--- src/rtl/raycast_pkg.sv ---
// raycast_pkg: fixed-point types, reset pose and camera step shared by the raycaster blocks
package raycast_pkg;
  typedef logic signed [15:0] q8_8_t;
  typedef enum logic [1:0] {IDLE, SWEEP, DRAIN} ray_state_t;
  typedef struct packed {
    logic [7:0] map_x;
    logic [7:0] map_y;
    q8_8_t dir_x;
    q8_8_t dir_y;
    q8_8_t plane_x;
    q8_8_t plane_y;
  } ray_pose_t;
  localparam logic [15:0] RESET_POS_X = 16'h0C00;
  localparam logic [15:0] RESET_POS_Y = 16'h0000;
  localparam logic [15:0] RESET_DIR_X = 16'h0000;
  localparam logic [15:0] RESET_DIR_Y = 16'h0100;
  localparam logic [15:0] RESET_PLANE_X = 16'h0000;
  localparam logic [15:0] RESET_PLANE_Y = 16'h00A9;
  localparam ray_pose_t RESET_POSE = '{
    map_x: RESET_POS_X[15:8], map_y: RESET_POS_Y[15:8],
    dir_x: RESET_DIR_X, dir_y: RESET_DIR_Y,
    plane_x: RESET_PLANE_X, plane_y: RESET_PLANE_Y
  };
  function automatic int cam_step(input int width);
    return (2 ** 17) / width;
  endfunction
endpackage

--- src/rtl/ray_dir_mac.sv ---
// ray_dir_mac: one lane of dir + (plane*cam >>> 8), two registered stages with a shared stall enable
module ray_dir_mac
  import raycast_pkg::*;
(
  input  logic clk,
  input  logic rst,
  input  logic en,
  input  logic signed [15:0] dir,
  input  logic signed [15:0] plane,
  input  logic signed [15:0] cam,
  output logic signed [15:0] ray_dir
);
  q8_8_t dir_q, prod_q;
  always_ff @(posedge clk)
    if (rst) begin
      dir_q <= '0;
      prod_q <= '0;
      ray_dir <= '0;
    end else if (en) begin
      dir_q <= dir;
      prod_q <= q8_8_t'((32'(plane) * 32'(cam)) >>> 8);
      ray_dir <= dir_q + prod_q;
    end
endmodule

--- src/rtl/ray_gen.sv ---
// ray_gen: sweeps screen columns on frame start and streams per-column rays to the DDA stage
module ray_gen
  import raycast_pkg::*;
#(
  parameter int SCREEN_WIDTH = 320,
  parameter int N = 24
) (
  input  logic pixel_clk_in,
  input  logic rst_in,
  input  logic pose_valid_in,
  input  logic [15:0] pos_x_in,
  input  logic [15:0] pos_y_in,
  input  logic [15:0] dir_x_in,
  input  logic [15:0] dir_y_in,
  input  logic [15:0] plane_x_in,
  input  logic [15:0] plane_y_in,
  input  logic frame_start_in,
  output logic ray_valid_out,
  input  logic ray_ready_in,
  output logic [$clog2(SCREEN_WIDTH)-1:0] ray_col_out,
  output logic [15:0] ray_dir_x_out,
  output logic [15:0] ray_dir_y_out,
  output logic [7:0] map_x_out,
  output logic [7:0] map_y_out,
  output logic step_x_neg_out,
  output logic step_y_neg_out,
  output logic sweep_done_out,
  output logic overrun_out
);
  localparam int CW = $clog2(SCREEN_WIDTH);
  localparam logic signed [19:0] CAM_INC = 20'(cam_step(SCREEN_WIDTH));
  localparam logic [CW-1:0] LAST_COL = CW'(SCREEN_WIDTH - 1);
  if (N > 256) begin : g_bad_n
    $error("ray_gen: N does not fit the 8-bit map coordinates");
  end
  ray_state_t state;
  ray_pose_t sh, act;
  logic [CW-1:0] col_cnt, s0_col, s1_col;
  logic signed [19:0] cam_acc;
  q8_8_t s0_cam;
  logic s0_v, s1_v, stall;
  logic unused_pos_frac;
  assign unused_pos_frac = ^{pos_x_in[7:0], pos_y_in[7:0]};
  assign stall = ray_valid_out && !ray_ready_in;
  assign step_x_neg_out = ray_dir_x_out[15];
  assign step_y_neg_out = ray_dir_y_out[15];
  always_ff @(posedge pixel_clk_in)
    if (rst_in) begin
      state <= IDLE;
      sh <= RESET_POSE;
      act <= RESET_POSE;
      col_cnt <= '0;
      cam_acc <= '0;
      s0_v <= 1'b0;
      s0_col <= '0;
      s0_cam <= '0;
      s1_v <= 1'b0;
      s1_col <= '0;
      ray_valid_out <= 1'b0;
      ray_col_out <= '0;
      map_x_out <= '0;
      map_y_out <= '0;
      sweep_done_out <= 1'b0;
      overrun_out <= 1'b0;
    end else begin
      if (pose_valid_in)
        sh <= '{map_x: pos_x_in[15:8], map_y: pos_y_in[15:8], dir_x: dir_x_in, dir_y: dir_y_in,
                plane_x: plane_x_in, plane_y: plane_y_in};
      sweep_done_out <= 1'b0;
      overrun_out <= frame_start_in && state != IDLE;
      if (!stall) begin
        s0_v <= state == SWEEP;
        s0_col <= col_cnt;
        s0_cam <= q8_8_t'(cam_acc >>> 8);
        s1_v <= s0_v;
        s1_col <= s0_col;
        ray_valid_out <= s1_v;
        if (s1_v) begin
          ray_col_out <= s1_col;
          map_x_out <= act.map_x;
          map_y_out <= act.map_y;
        end
      end
      case (state)
        IDLE:
          if (frame_start_in) begin
            state <= SWEEP;
            act <= sh;
            col_cnt <= '0;
            cam_acc <= -20'sd65536;
          end
        SWEEP:
          if (!stall) begin
            col_cnt <= col_cnt + 1'b1;
            cam_acc <= cam_acc + CAM_INC;
            if (col_cnt == LAST_COL) state <= DRAIN;
          end
        DRAIN:
          if (ray_valid_out && ray_ready_in && !s0_v && !s1_v) begin
            state <= IDLE;
            sweep_done_out <= 1'b1;
          end
        default: state <= IDLE;
      endcase
    end
  ray_dir_mac u_mac_x (
    .clk(pixel_clk_in), .rst(rst_in), .en(!stall),
    .dir(act.dir_x), .plane(act.plane_x), .cam(s0_cam), .ray_dir(ray_dir_x_out)
  );
  ray_dir_mac u_mac_y (
    .clk(pixel_clk_in), .rst(rst_in), .en(!stall),
    .dir(act.dir_y), .plane(act.plane_y), .cam(s0_cam), .ray_dir(ray_dir_y_out)
  );
endmodule

--- config.mk ---
export PLATFORM = sky130hd
export DESIGN_NAME = ray_gen
export DESIGN_NICKNAME = d
export VERILOG_FILES = /design/src/rtl/raycast_pkg.sv /design/src/rtl/ray_dir_mac.sv /design/src/rtl/ray_gen.sv
export SDC_FILE = /design/constraint.sdc
export NUM_CORES = 2
export LEC_CHECK = 0
export ABC_AREA = 1
export BUFFER_PORTS_ARGS = -buffer_cell sky130_fd_sc_hd__buf_2
export CAP_MARGIN = 20
export CELL_PAD_IN_SITES_DETAIL_PLACEMENT = 0
export CELL_PAD_IN_SITES_GLOBAL_PLACEMENT = 1
export CORE_MARGIN = 3
export CORE_UTILIZATION = 46
export DETAILED_ROUTE_END_ITERATION = 8
export GPL_ROUTABILITY_DRIVEN = 0
export PLACE_DENSITY_LB_ADDON = 0.25
export SLEW_MARGIN = 20
export SYNTH_ARGS = -nofsm -noshare
export SYNTH_HDL_FRONTEND = slang
export SYNTH_SLANG_ARGS = --single-unit
--- constraint.sdc ---
create_clock -name pixel_clk_in -period 6.1 [get_ports pixel_clk_in]
set_clock_uncertainty 0.1 [all_clocks]
set_input_delay 0.915 -clock pixel_clk_in [delete_from_list [all_inputs] [get_ports pixel_clk_in]]
set_output_delay 0.915 -clock pixel_clk_in [all_outputs]
set_load 0.03 [all_outputs]
* Yosys cells after proc, flatten, opt, wreduce, memory -nomap -nowiden
Cells that the tools add are included.
Word-level totals: output and inout bits 62, register bits after elaboration 347, logic and storage cells 75
Cells by class: reduce and logical (&&, ||, !) cells 16, mux-type cells 12, multiply operators 2, bitwise gates (word level) 2, add/subtract/negate cells 4, equal/unequal tests 7
Operator list (count):
- 16-bit by 12-bit multiplier with 24-bit output | 2
- 20-bit two-way mux | 2
- 20-bit one-hot mux with 2 select lines | 1
- 16-bit adder | 2
- 20-bit by 10-bit adder with 20-bit output (second input constant) | 1
- 9-bit two-way mux | 2
- 9-bit one-hot mux with 2 select lines | 1
- 9-bit by 1-bit adder with 9-bit output (second input constant) | 1
- 9-bit == test (second input constant) | 1
- 2-bit two-way mux | 4
- 2-bit inequality test (second input constant) | 3
- 2-bit one-hot mux with 3 select lines | 1
- 1-bit logical AND | 5
- 2-bit AND reduction | 2
- 4-bit AND reduction | 1
- 2-bit nonzero test | 2
- 1-bit zero test | 3
- 3-bit AND reduction | 1
- 2-bit by 1-bit == test with 1-bit output (second input constant) | 1
- 2-bit == test (second input constant) | 1
- 2-bit zero test | 1
- 2-bit by 1-bit inequality test with 1-bit output (second input constant) | 1
- 1-bit NOT | 2
- 2-bit OR reduction | 1
- 1-bit two-way mux | 1

* Longest topological paths before layout
depth after elaboration 5, gate-level depth with buffers 28, gate-level depth less buffers 26

* By module
A second synthesis with hierarchy kept.
Unflattened totals: cell total of the unflattened synthesis 4110, area total of the unflattened synthesis 30180.2 um2
By module, submodules not included:
- ray_dir_mac (u_mac_y) | cells each 1474, times used 1, area each 10573.9 um2
- ray_dir_mac (u_mac_x) | cells each 1462, times used 1, area each 10548.9 um2
- ray_gen | cells each 1174, times used 1, area each 9057.4 um2

* Worst setup path before layout
OpenSTA, ideal clock, no wires.
kind flip-flop to flip-flop, from reg s0_cam[6], to reg u_mac_x.prod_q[13], required time 5.891 ns, setup time 0.109 ns, period minus slack after synthesis 4.938 ns, buffers on the path 2, cell stages (with the launch flop) 24, path slack 1.162 ns, data arrival time 4.729 ns, cells stage by stage dfxtp_1 clkbuf_1 clkbuf_1 nand2_1 fa_1 inv_1 fa_1 fa_1 fa_1 inv_1 fa_1 inv_1 ha_1 a21oi_1 a21boi_0 nor2_1 nor2_1 nand2_1 nand2_1 nand2_1 nand2_1 nand3_1 nand2_1 inv_1
Between the ends: word-level cells in the longest chain between the ends 1
Ends and longest elaborated chain:
- start: declaration | line ray_gen.sv:40 | q8_8_t s0_cam;
- start signal: assignment | line ray_gen.sv:74 | s0_cam <= q8_8_t'(cam_acc >>> 8);
- 16-bit by 12-bit multiplier with 24-bit output | line ray_dir_mac.sv:21 | prod_q <= q8_8_t'((32'(plane) * 32'(cam)) >>> 8);
- end signal: assignment | line ray_dir_mac.sv:21
- end: declaration | line ray_dir_mac.sv:13 | q8_8_t dir_q, prod_q;
No other way between the ends. A chain may end at the register's enable or synchronous reset.

* Worst setup path in the final report
from reg s0_cam[4], to reg u_mac_x.prod_q[14]
The elaborated chain is that of the path after synthesis.

==> impl_results.md <==
- Remaining DRCs: 0
- Synth Area in Compound Gates: 10.95%
- RSZ-0062 raised after global routing: false
- Fin worst setup slack: 0.4655 ns
- Placed Instances: 4322
- Pin count of the biggest net entering global routing: 224
- Clk slew on worst S/H paths: 0.06 ns
- Worst Path Max Fanout: 11
- Area contributors post-synth: dfxtp_1 (26%), fa_1 (23%), inv_1 (9.8%)
- Ys async rst share: 0%
- Pwr Density: between 200 and 250 nW/um^2
- Fin crit share: 92.37%
- Synth warn: 0
- Root buffer cell: clkbuf_16
- Floorplan row count: 87
- First DRT Iteration DRCs: 1377
- Crit path kind: flip-flop to flip-flop
- Layout cells sized above 1: 7.599%
- Worst vdd ir: 218.6 uV
- CTS tree: built
- Worst Max-Slew Pin Slew: 1.054 ns
- DR pass1 iterations: 5
- Worst Hold Margin: 0.3571 ns
- Setup TNS: 0 ns
- Area share of fa/ha/maj cells after synthesis: about 29%
- Vias per cell: 5.057
- Worst skew pair latency: 0.54 ns
- Startpoint Class: flip-flop
- Flops & latches, synth: 347
- # Max-Cap Violations: 0
- Nets@finish: 4144
- Vias in the first global route: between 20000 and 25000
- Final Setup Violations: 0
- Slew Viols, Final: 0
- Post-CTS Setup Repair Bufs: 0
- Die Wd: about 250 microns
- Peak Freq: roughly 180 MHz
- Core area: around 57000 sq um
- Post-detail-place hpwl: 50.49 mm
- Mean Syn Cell Area: 7.474 sq um
- Number of buffers added on ports: 146
- Fin crit period: 5.635 ns
- Full die area: 60940 sq um
- Remaining global-route overflow: 0
- Synthesized Nets: 4110
- Synth Area in XOR/XNOR: 1.346%
- Worst path required time: 6.44 ns
- Worst Setup SP: s0_cam[4]
- R2R Setup Slk: 0.47 ns
- Layout area overhead: 9.011%
- Worst min path class: flip-flop to flip-flop
- Clk buf depth: 3
- Critical Path End: u_mac_x.prod_q[14]
- Dominant cell type by area after synthesis: dfxtp_1
- Clock sinks: 347
- Hold buffers post-CTS: 0
- Vias: 22200
- Cell Area, Synth: 26690 sq um
- Num CTS Buffers: 36
- Worst slack, placed: 0.5313 ns
- Status: complete, no violations
- Reg2Reg Depth: 19
- EDFF count, synth: 0
- Mux share of post-synthesis cell area: 0%
- Top cell type's share of synthesized area: 26.03%
- Seq/Total Area, Yosys: 26.03%
- Initial Utilization: between 40% and 50%
- Arrival time at the worst endpoint: 5.97 ns
- R2r endpoint: u_mac_x.prod_q[14]
- Syn Inst Count: 3571
- All-Layer GR Usage: 23.07%
- Leak: 15.23 nW
- Worst slew margin: 29.76%
- Final hold violations: 0
- Nature of the critical path endpoint: flip-flop
- Drt wl/cell: 15.64 microns
- I/O pins: 163
- Antenna violations before repair: 10
- Die height: 246.9 microns
- Ys flop type: dfxtp_1
- Non-Filler Instances: approximately 4400
- Simple-gate share of the synthesized area: 19.96%
- Origin of the critical flop-to-flop path: s0_cam[4]
- Antenna viol nets, final: 0
- WL final: 68.63 mm
- CTS HTree Levels: 2
- Main combinational cell family by area after synthesis: adder cells
- Synth cell types: 50
- Post-CTS sizing: 0
- Global-route wire length before repair: 113.8 mm
worst max-delay path, cell delays in order (launching register included):
cell     delay, ns
dfxtp_1       0.79
buf_4         0.32
nand2_1       0.10
fa_1          0.50
fa_1          0.53
inv_1         0.06
fa_1          0.45
fa_1          0.52
inv_1         0.05
fa_1          0.49
inv_1         0.05
ha_1          0.33
a21oi_1       0.31
o21ai_0       0.21
a21o_1        0.19
nand2_1       0.07
a31o_2        0.14
nand3_1       0.15
nand2_1       0.12
inv_1         0.04
cells in the mapped netlist (13+ instances only):
master,count
buf_1,20
a21o_1,17
nor2_1,511
o211ai_1,13
o21bai_1,27
inv_1,696
ha_1,134
nand2_1,623
xnor2_1,14
dfxtp_1,347
nand3_1,115
xor2_1,27
o21ai_0,334
a21oi_1,130
clkbuf_1,136
buf_2,17
fa_1,304
metrics by stage:
stage | power (mW) | cell area [sq um] | utilization (%)
finish | 5.905 | 29090 | 51.10
global route | 6.230 | 29090 | 51.10
CTS | 5.966 | 29080 | 51.08
detailed placement | 3.812 | 27940 | 49.08
global placement | 3.793 | 27940 | 49.08
floorplan | 3.423 | 26690 | -
cell usage in the layout (no fill, tap or decap), drive strengths merged, types with 4 or more instances in the layout:
cell	count
inv	709
nand2	631
nor2	517
dfxtp	347
o21ai	342
fa	304
buf	175
ha	134
a21oi	131
nand3	118
clkbuf	53
o21bai	27
xor2	27
a21o	17
xnor2	14
nor3	14
o211ai	13
or2	13
nand4	12
nor4	7
clkinv	7
a21boi	4
flip-flops by register name, summed over array words and instances (netlist names), 12 cells and up:
register         cells
cam_acc             20
u_mac_x.prod_q      16
act                 80
s0_cam              12
sh                  80
u_mac_y.prod_q      16
u_mac_x.ray_dir     16
u_mac_x.dir_q       16
u_mac_y.ray_dir     16
u_mac_y.dir_q       16
worst min path at each step:
stage,from,end,slack (ns),cells after the start
after CTS,cam_acc[8],cam_acc[8],0.35,1
after global placement,cam_acc[8],cam_acc[8],0.33,1
after global routing,cam_acc[8],cam_acc[8],0.36,1
after floorplan,cam_acc[8],cam_acc[8],0.32,1
after detailed placement,sh[74],sh[74],0.34,2
final,sh[74],sh[74],0.36,2
metal layers:
metal / vias to the layer above / share of wire [%] / GRT usage [%]
met4: 16 / 2.0 / 5.404
met3: 117 / 6.0 / 3.698
met1: 10640 / 46 / 31.48
met2: 532 / 46 / 38.52
li1: 10890 / - / -
met5: - / 0.14 / 0
layout make-up:
type,instances,area (sq um)
clock buffer,53,1015
inverter,706,2660
tap,756,945.9
timing repair buffer,175,1027
clock inverter,12,121.4
multi-input combinational,2339,16370
antenna,1,2.502
sequential,347,6947
fill,5586,27840
cells by family (layout without fill, tap and decap cells):
family / Yosys count / after routing
DFF: 347 / 347
AOI/OAI and AO/OA: 545 / 545
and+or+nand+nor: 1315 / 1315
other: 0 / 1
xor gates and xnor gates: 41 / 41
buffers and inverters: 885 / 946
adders and majority gates: 438 / 438
power breakdown:
part / internal (mW) / total, mW / switching, mW
combinational: 0.398 / 1.15 / 0.752
clock: 1.21 / 2.14 / 0.926
sequential: 2.44 / 2.62 / 0.181
total: 4.05 / 5.91 / 1.86
Note: power is estimated with default switching activity, not from simulation.
